File: src/rtl/rv_ctrl_pkg.sv
// Shared state codes, opcode constants and immediate-type codes for the RV32I control sequencer.
package rv_ctrl_pkg;

    typedef enum logic [2:0] {
        ST_BOOT   = 3'd0,
        ST_FETCH  = 3'd1,
        ST_DECODE = 3'd2,
        ST_EXEC   = 3'd3,
        ST_MEM    = 3'd4,
        ST_WB     = 3'd5,
        ST_TRAP   = 3'd7
    } state_t;

    localparam logic [6:0] OP_R      = 7'b0110011;
    localparam logic [6:0] OP_IMM    = 7'b0010011;
    localparam logic [6:0] OP_LOAD   = 7'b0000011;
    localparam logic [6:0] OP_STORE  = 7'b0100011;
    localparam logic [6:0] OP_BRANCH = 7'b1100011;
    localparam logic [6:0] OP_JAL    = 7'b1101111;
    localparam logic [6:0] OP_JALR   = 7'b1100111;
    localparam logic [6:0] OP_LUI    = 7'b0110111;

    localparam logic [2:0] IMM_I     = 3'b000;
    localparam logic [2:0] IMM_S     = 3'b001;
    localparam logic [2:0] IMM_B     = 3'b010;
    localparam logic [2:0] IMM_U     = 3'b011;
    localparam logic [2:0] IMM_J     = 3'b100;
    localparam logic [2:0] IMM_R     = 3'b101;
    localparam logic [2:0] IMM_UNDEF = 3'b111;

    // Opcodes that finish through the register-file write-back state.
    function automatic logic is_wb_op(input logic [6:0] op);
        return (op == OP_R) || (op == OP_IMM) || (op == OP_LUI) ||
               (op == OP_JAL) || (op == OP_JALR);
    endfunction

endpackage

File: src/rtl/rv_pc_next.sv
// Next-PC selection: sequential, taken branch, JAL and JALR targets. Arithmetic wraps modulo 2^32.
module rv_pc_next
    import rv_ctrl_pkg::*;
(
    input  logic [31:0] pc,
    input  logic [31:0] dec_imm,
    input  logic [30:0] alu_hi,
    input  logic [6:0]  opcode,
    input  logic        branch_taken,
    output logic [31:0] pc_next
);

    always_comb begin
        pc_next = pc + 32'd4;
        case (opcode)
            OP_BRANCH: if (branch_taken) pc_next = pc + dec_imm;
            OP_JAL:    pc_next = pc + dec_imm;
            OP_JALR:   pc_next = {alu_hi, 1'b0};
            default:   ;
        endcase
    end

endmodule

File: src/rtl/rv_seq_ctrl.sv
// Multi-cycle RV32I control sequencer: fetch handshake, decode wait, execute/memory/write-back, PC owner.
// Optional handshake watchdog enabled by defining SEQ_TIMEOUT_EN.
//
//   state  | meaning
//   BOOT   | one cycle after reset
//   FETCH  | imem_req high until imem_ack, latch instr
//   DECODE | wait DEC_WAIT cycles for registered decoder
//   EXEC   | dispatch on opcode, branches resolve here
//   MEM    | dmem_req high until dmem_ack
//   WB     | one-cycle rf_we, pc update
//   TRAP   | sticky fault, left only by reset
module rv_seq_ctrl
    import rv_ctrl_pkg::*;
#(
    parameter logic [31:0] PC_RESET = 32'h0000_0000,
    parameter int          DEC_WAIT = 2,
    parameter int          TIMEOUT  = 16
) (
    input  logic        clk,
    input  logic        rst,
    output logic        imem_req,
    output logic [31:0] imem_addr,
    input  logic        imem_ack,
    input  logic [31:0] imem_rdata,
    output logic [31:0] instr,
    input  logic [6:0]  dec_opcode,
    input  logic [31:0] dec_imm,
    input  logic [2:0]  dec_imm_type,
    input  logic [31:0] alu_result,
    input  logic        branch_taken,
    output logic        dmem_req,
    output logic        dmem_we,
    output logic [31:0] dmem_addr,
    input  logic        dmem_ack,
    output logic        rf_we,
    output logic [31:0] pc,
    output logic [2:0]  state,
    output logic        trap
);

    localparam logic [2:0] DEC_LOAD = 3'(DEC_WAIT);

    state_t      state_q;
    logic [31:0] pc_q;
    logic [31:0] instr_q;
    logic [2:0]  dec_cnt;
    logic [31:0] pc_next;

`ifdef SEQ_TIMEOUT_EN
    localparam logic [15:0] TO_LOAD = 16'(TIMEOUT);
    logic [15:0] to_cnt;
`endif

    rv_pc_next u_pc_next (
        .pc           (pc_q),
        .dec_imm      (dec_imm),
        .alu_hi       (alu_result[31:1]),
        .opcode       (dec_opcode),
        .branch_taken (branch_taken),
        .pc_next      (pc_next)
    );

    always_ff @(posedge clk or posedge rst) begin
        if (rst) begin
            state_q <= ST_BOOT;
            pc_q    <= PC_RESET;
            instr_q <= '0;
            dec_cnt <= '0;
`ifdef SEQ_TIMEOUT_EN
            to_cnt  <= TO_LOAD;
`endif
        end else begin
`ifdef SEQ_TIMEOUT_EN
            // Counts only while a request is outstanding; any other cycle re-arms it.
            if ((state_q == ST_FETCH && !imem_ack) || (state_q == ST_MEM && !dmem_ack))
                to_cnt <= to_cnt - 16'd1;
            else
                to_cnt <= TO_LOAD;
`endif
            case (state_q)
                ST_BOOT: state_q <= ST_FETCH;
                ST_FETCH: begin
                    if (imem_ack) begin
                        instr_q <= imem_rdata;
                        dec_cnt <= DEC_LOAD;
                        state_q <= ST_DECODE;
                    end
`ifdef SEQ_TIMEOUT_EN
                    else if (to_cnt == 16'd1) state_q <= ST_TRAP;
`endif
                end
                ST_DECODE: begin
                    if (dec_cnt <= 3'd1) state_q <= ST_EXEC;
                    else                 dec_cnt <= dec_cnt - 3'd1;
                end
                ST_EXEC: begin
                    if (dec_imm_type == IMM_UNDEF) begin
                        state_q <= ST_TRAP;
                    end else if (dec_opcode == OP_LOAD || dec_opcode == OP_STORE) begin
                        state_q <= ST_MEM;
                    end else if (dec_opcode == OP_BRANCH) begin
                        pc_q    <= pc_next;
                        state_q <= ST_FETCH;
                    end else if (is_wb_op(dec_opcode)) begin
                        state_q <= ST_WB;
                    end else begin
                        state_q <= ST_TRAP;
                    end
                end
                ST_MEM: begin
                    if (dmem_ack) begin
                        if (dec_opcode == OP_STORE) begin
                            pc_q    <= pc_next;
                            state_q <= ST_FETCH;
                        end else begin
                            state_q <= ST_WB;
                        end
                    end
`ifdef SEQ_TIMEOUT_EN
                    else if (to_cnt == 16'd1) state_q <= ST_TRAP;
`endif
                end
                ST_WB: begin
                    pc_q    <= pc_next;
                    state_q <= ST_FETCH;
                end
                ST_TRAP: state_q <= ST_TRAP;
                default: state_q <= ST_TRAP;
            endcase
        end
    end

    assign imem_req  = (state_q == ST_FETCH);
    assign imem_addr = pc_q;
    assign instr     = instr_q;
    assign dmem_req  = (state_q == ST_MEM);
    assign dmem_we   = (state_q == ST_MEM) && (dec_opcode == OP_STORE);
    assign dmem_addr = alu_result;
    assign rf_we     = (state_q == ST_WB);
    assign pc        = pc_q;
    assign state     = state_q;
    assign trap      = (state_q == ST_TRAP);

endmodule

File: config.mk
export PLATFORM = sky130hd
export DESIGN_NAME = rv_seq_ctrl
export DESIGN_NICKNAME = d
export VERILOG_FILES = /design/src/rtl/rv_ctrl_pkg.sv /design/src/rtl/rv_pc_next.sv /design/src/rtl/rv_seq_ctrl.sv
export SDC_FILE = /design/constraint.sdc
export NUM_CORES = 1
export LEC_CHECK = 0
export CAP_MARGIN = 10
export CELL_PAD_IN_SITES_DETAIL_PLACEMENT = 0
export CELL_PAD_IN_SITES_GLOBAL_PLACEMENT = 1
export CORE_MARGIN = 4
export CORE_UTILIZATION = 34
export CTS_BUF_LIST = sky130_fd_sc_hd__clkbuf_4 sky130_fd_sc_hd__clkbuf_8 sky130_fd_sc_hd__clkbuf_16
export CTS_CLUSTER_DIAMETER = 30
export CTS_CLUSTER_SIZE = 30
export DETAILED_ROUTE_END_ITERATION = 12
export GPL_TIMING_DRIVEN = 0
export PLACE_DENSITY = 0.95
export REMOVE_ABC_BUFFERS = 1
export SLEW_MARGIN = 25
export SYNTH_ARGS = -nofsm -noshare
export SYNTH_HDL_FRONTEND = slang
export SYNTH_SLANG_ARGS = --single-unit
export TNS_END_PERCENT = 100
File: constraint.sdc
create_clock -name clk -period 5.6 [get_ports clk]
set_input_delay 1.12 -clock clk [delete_from_list [all_inputs] [get_ports clk]]
set_output_delay 1.12 -clock clk [all_outputs]
set_load 0.005 [all_outputs]
Word-level counts from Yosys, hierarchy flattened:

Index checks and enable logic that the tools add are counted.

* register bits: 70
* input port bits: 111
* output and inout bits: 136
* word-level logic and storage cells: 64

* $add $sub $neg: 3
* $lt $le $gt $ge: 1
* equality and inequality tests: 23
* multiplexer cells: 19
* reduce and logical (&&, ||, !) cells: 14

Operators with widths (number)
* 2-to-1 mux 32 bit: 6
* one-hot mux 32 bit (3 select lines): 2
* adder 32 x 3 -> 32 bit (second input constant): 1
* adder 32 bit: 1
* 2-to-1 mux 3 bit: 8
* == test 7 x 6 -> 1 bit (second input constant): 3
* == test 7 bit (second input constant): 3
* one-hot mux 3 bit (5 select lines): 1
* == test 3 bit (second input constant): 4
* != test 2 bit (second input constant): 5
* == test 7 x 2 -> 1 bit (second input constant): 1
* == test 7 x 5 -> 1 bit (second input constant): 1
* == test 3 x 2 -> 1 bit (second input constant): 2
* != test 2 x 1 -> 1 bit (second input constant): 3
* one-hot mux 3 bit (2 select lines): 1
* AND reduction 3 bit: 2
* AND reduction 6 bit: 1
* logical OR 1 bit: 5
* == test 3 x 1 -> 1 bit (second input constant): 1
* less-or-equal comparator 3 x 1 -> 1 bit (second input constant): 1
* logical NOT 3 bit: 1
* nonzero test 3 bit: 1
* subtractor 3 x 1 -> 3 bit (second input constant): 1
* 2-to-1 mux 2 bit: 1
* 4 further kinds: 4

Logic depth before layout (Yosys ltp):

Gate-level depths: netlist of run 1.

* depth in word-level cells: 10
* gate-level depth with buffers: 11

Modules after synthesis:

From an unflattened synthesis of run 1, not the netlist that was laid out.

* cell total of the unflattened synthesis: 732
* area total of the unflattened synthesis: 6667.6 um2

By module, submodules not included
* rv_seq_ctrl: times used 1, cells each 259, area each 3498.4 um2, sequential area each 1751.7 um2
* rv_pc_next: times used 1, cells each 473, area each 3169.3 um2, sequential area each 0.0 um2

Worst setup path after synthesis of run 1:

OpenSTA, ideal clock, no wires.

* kind: in2reg
* start point: input port dec_imm[0]
* end point: register pc_q[10] (netlist: imem_addr[10])
* library setup time: 135 ps
* data arrival time: 3176 ps
* slack: 2289 ps
* stages: 10
* buffers on the path: 0
* cells stage by stage: ha_1 fa_1 a211oi_1 o21ai_0 or2_2 a21oi_1 o21ai_0 xor2_1 a221oi_1 o21ai_0

* word-level cells in the longest chain between the ends: 7
* elaborated cells between the ends (all ways): 9
* those cells by class: add/sub: 1; mux: 8

Ends and longest elaborated chain
* start, declared: RTL line rv_seq_ctrl.sv:27 `input logic [31:0] dec_imm,`
* adder 32 bit (*): RTL line rv_pc_next.sv:16, rv_pc_next.sv:17
* 2-to-1 mux 32 bit: RTL line rv_pc_next.sv:16 `OP_BRANCH: if (branch_taken) pc_next = pc + dec_imm;`
* one-hot mux 32 bit (3 select lines) (*): RTL line rv_pc_next.sv:15 `case (opcode)`
* 2-to-1 mux 32 bit: RTL line rv_seq_ctrl.sv:101 `end else if (dec_opcode == OP_BRANCH) begin`
* 2-to-1 mux 32 bit: RTL line rv_seq_ctrl.sv:99 `end else if (dec_opcode == OP_LOAD || dec_opcode == OP_STORE) begin`
* 2-to-1 mux 32 bit: RTL line rv_seq_ctrl.sv:97 `if (dec_imm_type == IMM_UNDEF) begin`
* one-hot mux 32 bit (3 select lines) (*): RTL line rv_seq_ctrl.sv:80 `case (state_q)`
* end signal, assigned: RTL line rv_seq_ctrl.sv:102 `pc_q <= pc_next;`
* end signal, assigned: RTL line rv_seq_ctrl.sv:113 `pc_q <= pc_next;`
* end signal, assigned: RTL line rv_seq_ctrl.sv:124 `pc_q <= pc_next;`
* end, declared: RTL line rv_seq_ctrl.sv:44 `logic [31:0] pc_q;`

Every way passes the cells marked *; elsewhere a longest branch is shown, timed or not. The select of a mux whose other input is x is not followed.
A chain may end at the register's enable or synchronous reset.

Worst setup path in the final report of run 1:

* start point: input port dec_opcode[4]
* end point: register pc_q[28] (netlist: imem_addr[28])

* word-level cells in the longest chain between the ends: 6
* elaborated cells between the ends (all ways): 17
* those cells by class: eq/ne: 8; mux: 7; reduce/logical: 2

Ends and longest elaborated chain
* start, declared: RTL line rv_seq_ctrl.sv:26 `input logic [6:0] dec_opcode,`
* == test 7 bit, on equally long branches: RTL line rv_pc_next.sv:15, rv_seq_ctrl.sv:101
* one-hot mux 32 bit (3 select lines): RTL line rv_pc_next.sv:15
* 2-to-1 mux 32 bit: RTL line rv_seq_ctrl.sv:101
* 2-to-1 mux 32 bit: RTL line rv_seq_ctrl.sv:99
* 2-to-1 mux 32 bit: RTL line rv_seq_ctrl.sv:97
* one-hot mux 32 bit (3 select lines): RTL line rv_seq_ctrl.sv:80

Several ways; a longest one is shown, not always the timed one. The select of a mux whose other input is x is not followed.

==> impl_summary.md, run 1 <==
Hold path
The path class of the tightest hold or removal check is reg2reg.

STA
The max-slew violation count is 0. The setup total negative slack is 0 ns. The worst path needs 4.04 ns of the cycle, external delays included.

The count of endpoints failing hold in the final timing report was 0. Setup repair after global routing left no endpoint under its margin. Across all setup checks in the final design, the least slack found is 1.56 ns. The final number of setup-violating endpoints is 0. The slew at the pin with the worst max-slew slack is 1.02 ns. For this run, the top clock speed supported by timing is 248 MHz. The worst-case headroom to the max-slew limit is 32.1%. The smallest hold slack is 0.492 ns. The part of the cycle the worst path needs is 72.1%. The clock tree skew after final layout is 0.00965 ns.

Global route
The number of antenna violations at the first check in global routing is 0. For this run, the total global-route usage over all layers was measured as 19.3%. Entering global routing, the biggest net connects 56 pins. The first global-routing pass estimated 30600 µm of wire. The via count of the first global-routing pass was 5735. The total overflow left after global routing is 0.

Route
The number of DRC violations after detailed routing is 0. Across all layers, the routed design uses 5924 vias. In the routed layout, each cell is associated on average with a via count of 5.46.

In the final routed layout, each cell accounts on average for 18.2 µm. The total length of routed wires is 19800 µm. The number of routed nets with antenna violations is 0.

The pre-antenna-repair detailed-routing pass consisted of 5 iterations. For this block, the initial DRC count from the detailed router was 420.

Worst setup path
STA classifies the critical path endpoint as a register. The highest fanout seen on the critical path is 15. The data arrival time of the worst path is 4.30 ns.

The nature of the critical path startpoint is an input pin. Grouping stages by cell kind, the critical path spends the most delay in compound AO/OA/AOI/OAI gates. The start-to-end type of the worst setup path is in2reg. The biggest cell delay along the critical path is 0.76 ns. The required time at the endpoint of the critical path is 5.87 ns.

The slowest library cell on the worst path is sky130_fd_sc_hd__a21oi_2. Together, buffers and inverters on the worst path number 1. The critical path goes through clkdlybuf4s50_1 > nand4b_2 > a2111oi_2 > a211oi_2 > a21oi_2 > nand2_2 > or3_1 > o22a_1 > nand3_1.

Finish
The multi-input gate area in the final layout is 3540 µm². The sequential cells in the finished layout cover a total of 1750 µm². The most common library cell in the layout ignoring fill and taps is sky130_fd_sc_hd__clkdlybuf4s50_1.

In the final layout, the share of cells above drive strength 1 is 10.0%. The layout overhead on the synthesized area is 43.3%. The count of nets after finishing is 1002. In the layout the commonest cells are sky130_fd_sc_hd__clkdlybuf4s50_1 (244), sky130_fd_sc_hd__dfrtp_1 (70), sky130_fd_sc_hd__o21ai_0 (64). The repair_antennas step left the layout with diodes totalling 0. The number of filler instances in the final layout is 1611.

Logic synthesis
Counting every instance in the synthesized netlist gives 681. The largest area contributor in the netlist is sky130_fd_sc_hd__dfrtp_1. The per-instance average area after synthesis is 8.74 µm². The fraction of the yosys area taken by sequential cells is 29.4%.

The netlist area before placement is 5950 µm². The dominant synthesized flop cell is sky130_fd_sc_hd__dfrtp_1. In this run, synthesis inferred 0 flip-flops with an integrated enable. Synthesis inferred 70 register bits.

By area the synthesized netlist is led by sky130_fd_sc_hd__dfrtp_1 (29%), sky130_fd_sc_hd__buf_4 (8.1%), sky130_fd_sc_hd__ha_1 (7.1%). After synthesis, the netlist uses 77 different library cells. The portion of synthesized cell area occupied by the leading cell type is 29.4%.

The async set-or-reset flop fraction in the synthesized netlist is 100%. The number of synthesis warnings is 0.

Die
The standard cell core area is 17200 µm². The effective utilization at floorplan is 34.5%. The I/O pin total is 247. The vertical die dimension is 140 µm.

The floorplan step set the die width to 140 µm. The initialized floorplan defines 48 standard-cell rows. The floorplan die area is 19700 µm².

Clocking
Buffers added to address setup during post-CTS repair amount to 0. After clock tree synthesis, the flow added hold-fix buffers numbering 0. Counting every sink on the clock net gives 70. In this run, post-CTS repair resized a total of 0 instances. In this run the deepest clock path goes through 2 buffers. The number of clock buffers inserted by TritonCTS is 9. Clock latency on the worst-skew pair, taken at its later pin, is 0.34 ns. Clock tree synthesis selected as its root buffer the cell sky130_fd_sc_hd__clkbuf_16.

The clock tree from TritonCTS is yes. In this run the number of H-tree levels came out at 3. After clock tree synthesis, the clock-pin slew on the worst setup and hold paths is 0.06 ns.

Power and ir drop
The static power due to leakage is 0.00342 µW. Power spread over the standard cell area amounts to 438 nW/µm². IR analysis of the VDD net gives a maximum drop of 0.212 mV.

Placed design
Prior to clock tree synthesis, the placed netlist has a worst setup slack of 1.25 ns. The wire-length estimate of the detail-placed layout is 15000 µm. The number of port buffers is 244. At the end of routability-driven placement, the weighted congestion stood at 0.830.

Run
The tool flagged a number of max-cap violations equal to 0.

Run status
The run finished with clean final reports.
==> stage by stage <==
step | std cells | area (µm²) | power, µW | util [%]
final | 1085 | 8530 | 3740 | 49.5
after global routing | 1085 | 8530 | 4040 | 49.5
after CTS | 1085 | 8530 | 3760 | 49.5
after detailed placement | 1070 | 8220 | 3120 | 47.7
after global placement | 1063 | 8060 | 3080 | 46.8
after floorplan | 594 | 5340 | 2060 | -
==> power by group <==
part	internal, µW	switching (µW)
logic	1170	947
clock network	387	227
registers	730	281
==> cells by family (layout without fill, tap and decap cells) <==
group / Yosys count / after routing / synth area share, %
muxes: 32 / 32 / 6.05
DFF: 70 / 70 / 29.4
buffers and inverters: 104 / 283 / 11.4
adders and majority gates: 35 / 35 / 7.48
xor gates and xnor gates: 37 / 37 / 5.57
AOI/OAI and AO/OA: 210 / 210 / 23.6
and+or+nand+nor: 193 / 193 / 16.4
==> flip-flops by register name (all words and copies together), names as in the netlist <==
name       cells
dec_cnt        3
imem_addr     32
instr         32
state          3
==> routing by layer <==
layer | part of all wire, % | vias up | GRT usage (%)
li1 | - | 2824 | -
met4 | 1.5 | 0 | 6.43
met5 | 0 | - | 0
met1 | 44 | 2788 | 25.1
met3 | 7.9 | 22 | 3.99
met2 | 47 | 290 | 32.1
==> synthesized netlist by cell type (11+ instances only) <==
cell                       count
sky130_fd_sc_hd__clkbuf_1     11
sky130_fd_sc_hd__nand3_1      16
sky130_fd_sc_hd__dfrtp_1      70
sky130_fd_sc_hd__ha_1         34
sky130_fd_sc_hd__mux2_2       32
sky130_fd_sc_hd__nand2_1      57
sky130_fd_sc_hd__a21oi_1      38
sky130_fd_sc_hd__nor3_1       11
sky130_fd_sc_hd__o21ai_0      64
sky130_fd_sc_hd__xor2_1       17
sky130_fd_sc_hd__and3_1       11
sky130_fd_sc_hd__xnor2_1      19
sky130_fd_sc_hd__inv_1        16
sky130_fd_sc_hd__buf_4        64
sky130_fd_sc_hd__nor2_1       49
==> worst reg2reg max path, cell delays in order, from the launching register on <==
cell                       delay (ns)
sky130_fd_sc_hd__dfrtp_1         0.57
sky130_fd_sc_hd__nor2_1          0.07
sky130_fd_sc_hd__nand2_1         0.13
sky130_fd_sc_hd__inv_2           0.07
sky130_fd_sc_hd__nor4_2          0.27
sky130_fd_sc_hd__a211oi_2        0.14
sky130_fd_sc_hd__a21oi_2         0.76
sky130_fd_sc_hd__nand2_2         0.39
sky130_fd_sc_hd__or3_1           0.43
sky130_fd_sc_hd__o22a_1          0.16
sky130_fd_sc_hd__nand3_1         0.07
==> area by class of cell <==
class | count | share of cell area (%)
multi-input combinational | 507 | 41.5
clock buffer | 9 | 2.64
inverter | 17 | 0.777
timing repair buffer | 251 | 30.2
clock inverter | 6 | 1.03
sequential | 70 | 20.5
tap | 225 | 3.30
==> worst paths after layout <==
kind / to / slack [ns] / cells past startpoint / start
min in group asynchronous: imem_addr[30] / 1.16 / 2 / rst
worst min register to register: dec_cnt[1] / 0.49 / 1 / dec_cnt[1]
worst max-delay path: imem_addr[28] / 1.56 / 9 / dec_opcode[4]
max in group asynchronous: imem_addr[9] / 3.88 / 3 / rst
worst min-delay path: dec_cnt[1] / 0.49 / 1 / dec_cnt[1]
worst max register to register: imem_addr[28] / 2.47 / 10 / state[1]
Note: power is estimated with default switching activity, not from simulation.
==> run 2: changes to the inputs <==
Settings changed: CORE_UTILIZATION 34 to 29, PLACE_DENSITY 0.95 to 0.88.
Clock period 5.6 ns to 3.5 ns, I/O delays scaled along.
==> run 2 against run 1 <==
  * Combinational power up 62%
  * Critical path depth up 2
  * Design area up 0.75%
  * Count of clock-buffer cells in the layout unchanged
  * Setup slack worse by 1.3 ns
  * Sequential share of layout area down 0.15 points
  * Routed wire length up 2.5%
  * Die area up 16%
  * Hold slack worse by 0.0013 ns
  * Non-clock buffer count unchanged
  * Critical path type unchanged
  * Highest routed layer unchanged
==> impl_summary.md, run 2 (synthesis results as in run 1) <==
STA
The setup slack of the critical path after layout is 0.242 ns. Setup repair after global routing left no endpoint under its margin. The tightest hold path in the finished design has a slack of 0.491 ns. The max-slew violation count is 0. At the pin with the least slew margin, the transition time is 0.628 ns.

The clock tree skew after final layout is 0.0157 ns. The maximum frequency from static timing analysis is 307 MHz. The count of endpoints failing hold in the final timing report came to 0. The part of the cycle the worst path needs is 93.1%. The setup total negative slack is 0 ns.

The worst-case headroom to the max-slew limit is 58.0%. The final number of setup-violating endpoints is 0. The shortest period the worst path allows is 3.26 ns.

Route
The total length of routed wires is 20300 µm. After detailed routing, the number of remaining DRC violations is 0. The iteration count of the initial detailed-routing pass is 5. The routed wirelength normalized by instance count is 18.0 µm. In this run the remaining antenna-violating nets after routing total 0. For this block, the initial DRC count from the detailed router was 339. The count of vias placed by the detailed router is 5834.

Using the TritonRoute via totals, the vias-per-cell ratio works out to 5.16.

Worst setup path
The nature of the critical path startpoint is an input pin. The launch point of the critical path is dec_imm[0]. The startpoint identified for the worst register-to-register timing path is imem_addr[2]. By startpoint and endpoint, the worst setup path is classified as in2reg.

At the worst endpoint, the required time is 3.69 ns. The worst setup path is captured at a register. In this run the worst path has a maximum fanout of 3. The data arrival time of the worst path is 3.44 ns.

Die
The vertical die dimension is 151 µm. For this configuration, the core starts out at a cell density of 29.4%. In this run the count of I/O pins placed on the die edge is 247. The floorplan step defined a die boundary enclosing 22900 µm². The core region is 20200 µm². Measured along the x axis, the die boundary spans 151 µm. The floorplan has 52 rows.

Finish
The repair_antennas step left the layout with diodes totalling 0. Compared with the post-synthesis result, the final layout area differs by 44.4%. Once layout is complete, the utilization of the core stands at 42.5%. In the layout the commonest cells are sky130_fd_sc_hd__clkdlybuf4s50_1 (244), sky130_fd_sc_hd__dfrtp_1 (70), sky130_fd_sc_hd__o21ai_0 (64). The count of nets after finishing is 1002.

The number of standard cells in the final layout excluding fillers is 1130. The share of post-route cells with drive strength above 1 is 10.1%. The most common library cell in the layout ignoring fill and taps is sky130_fd_sc_hd__clkdlybuf4s50_1.

Placed design
The final weighted congestion of routability-driven global placement is 0.812. The HPWL after detailed placement is 15600 µm. During placement, the flow inserted port buffers numbering 244. The number of placed instances, taps included, is 1115. The setup slack after placement is -0.333 ns.

Global route
Global routing used 17.3% of the available tracks. The total congestion overflow after global routing is 0. The via count of the first global-routing pass was 5644. The number of antenna violations at the first check in global routing is 0. The first-pass GRT wire length is 31000 µm. Entering global routing, the biggest net connects 56 pins.

Clocking
The clock-pin transition on the worst setup and hold timing paths is 0.06 ns. The H-tree generated during clock tree synthesis spans 3 levels. The tree is rooted in a sky130_fd_sc_hd__clkbuf_16. In this run, CTS created clock tree buffers numbering 9.

The clock network latency to the later pin of the worst-skew pair is 0.34 ns. The number of setup buffers added after CTS is 0. The clock sink count is 70. The largest buffer count on any clock path is 2. The clock tree from TritonCTS is yes.

Power and ir drop
For this design the static power due to leakage is 0.00342 µW. In this run the power density over the cells is 700 nW/µm². The maximum ir drop on the vdd rail is 0.255 mV.

Run
Max-cap violations in this run came to 0.

Run status
The run finished with clean final reports.

Hold path
The classification of the worst-slack hold path is reg2reg. The startpoint identified for the worst hold timing path is dec_cnt[1].
==> run 2: area by class of cell <==
| type | instances | area [µm²] |
|---|---|---|
| Inverter | 17 | 66.3 |
| Clock buffer | 9 | 225 |
| Multi-Input combinational cell | 507 | 3560 |
| Timing Repair Buffer | 251 | 2560 |
| Clock inverter | 6 | 87.6 |
| Sequential cell | 70 | 1750 |
| Fill cell | 1984 | 11600 |
| Tap cell | 270 | 338 |
==> run 2: what timing repair did <==
| action | 4_1_cts | 5_1_grt |
|---|---|---|
| resized for setup | 0 | 2 |
| endpoints found under the setup margin | 0 | 4 |
| hold buffers | 0 | 0 |
==> run 2: stage by stage <==
stage | area (µm²) | power [µW]
global route | 8590 | 6500
CTS | 8580 | 6050
detailed placement | 8260 | 5020
floorplan | 5340 | 3290
finish | 8590 | 6020
global placement | 8120 | 4970
==> run 2: power breakdown <==
| group | switching (µW) | internal (µW) |
|---|---|---|
| sequential | 448 | 1170 |
| clock | 368 | 620 |
| combinational | 1530 | 1880 |
==> run 2: routing by layer <==
metal  up-vias  global-route usage [%]  wire, µm
li1       2818                       -         -
met3        13                    3.95      1850
met5         -                       0         0
met4         0                    3.31       176
met1      2737                    23.0      8770
met2       266                    28.9      9500
==> run 2: final timing paths <==
path                            endpoint  cells past startpoint  slack, ns
hold / removal                dec_cnt[1]                      1       0.49
min in group asynchronous  imem_addr[29]                      2       0.74
setup reg to reg           imem_addr[31]                      9       0.55
max in group asynchronous   imem_addr[5]                      3       2.18
setup / recovery           imem_addr[18]                     11       0.24
hold reg to reg               dec_cnt[1]                      1       0.49
==> run 2: worst max-delay path, cell delays in order <==
cell,delay [ns]
sky130_fd_sc_hd__clkdlybuf4s50_1,0.41
sky130_fd_sc_hd__ha_1,0.24
sky130_fd_sc_hd__fa_1,0.45
sky130_fd_sc_hd__a211oi_2,0.28
sky130_fd_sc_hd__o211a_1,0.20
sky130_fd_sc_hd__nor3_1,0.08
sky130_fd_sc_hd__nor2_1,0.19
sky130_fd_sc_hd__o21ai_0,0.20
sky130_fd_sc_hd__a221oi_1,0.39
sky130_fd_sc_hd__xor2_1,0.18
sky130_fd_sc_hd__o221ai_1,0.12
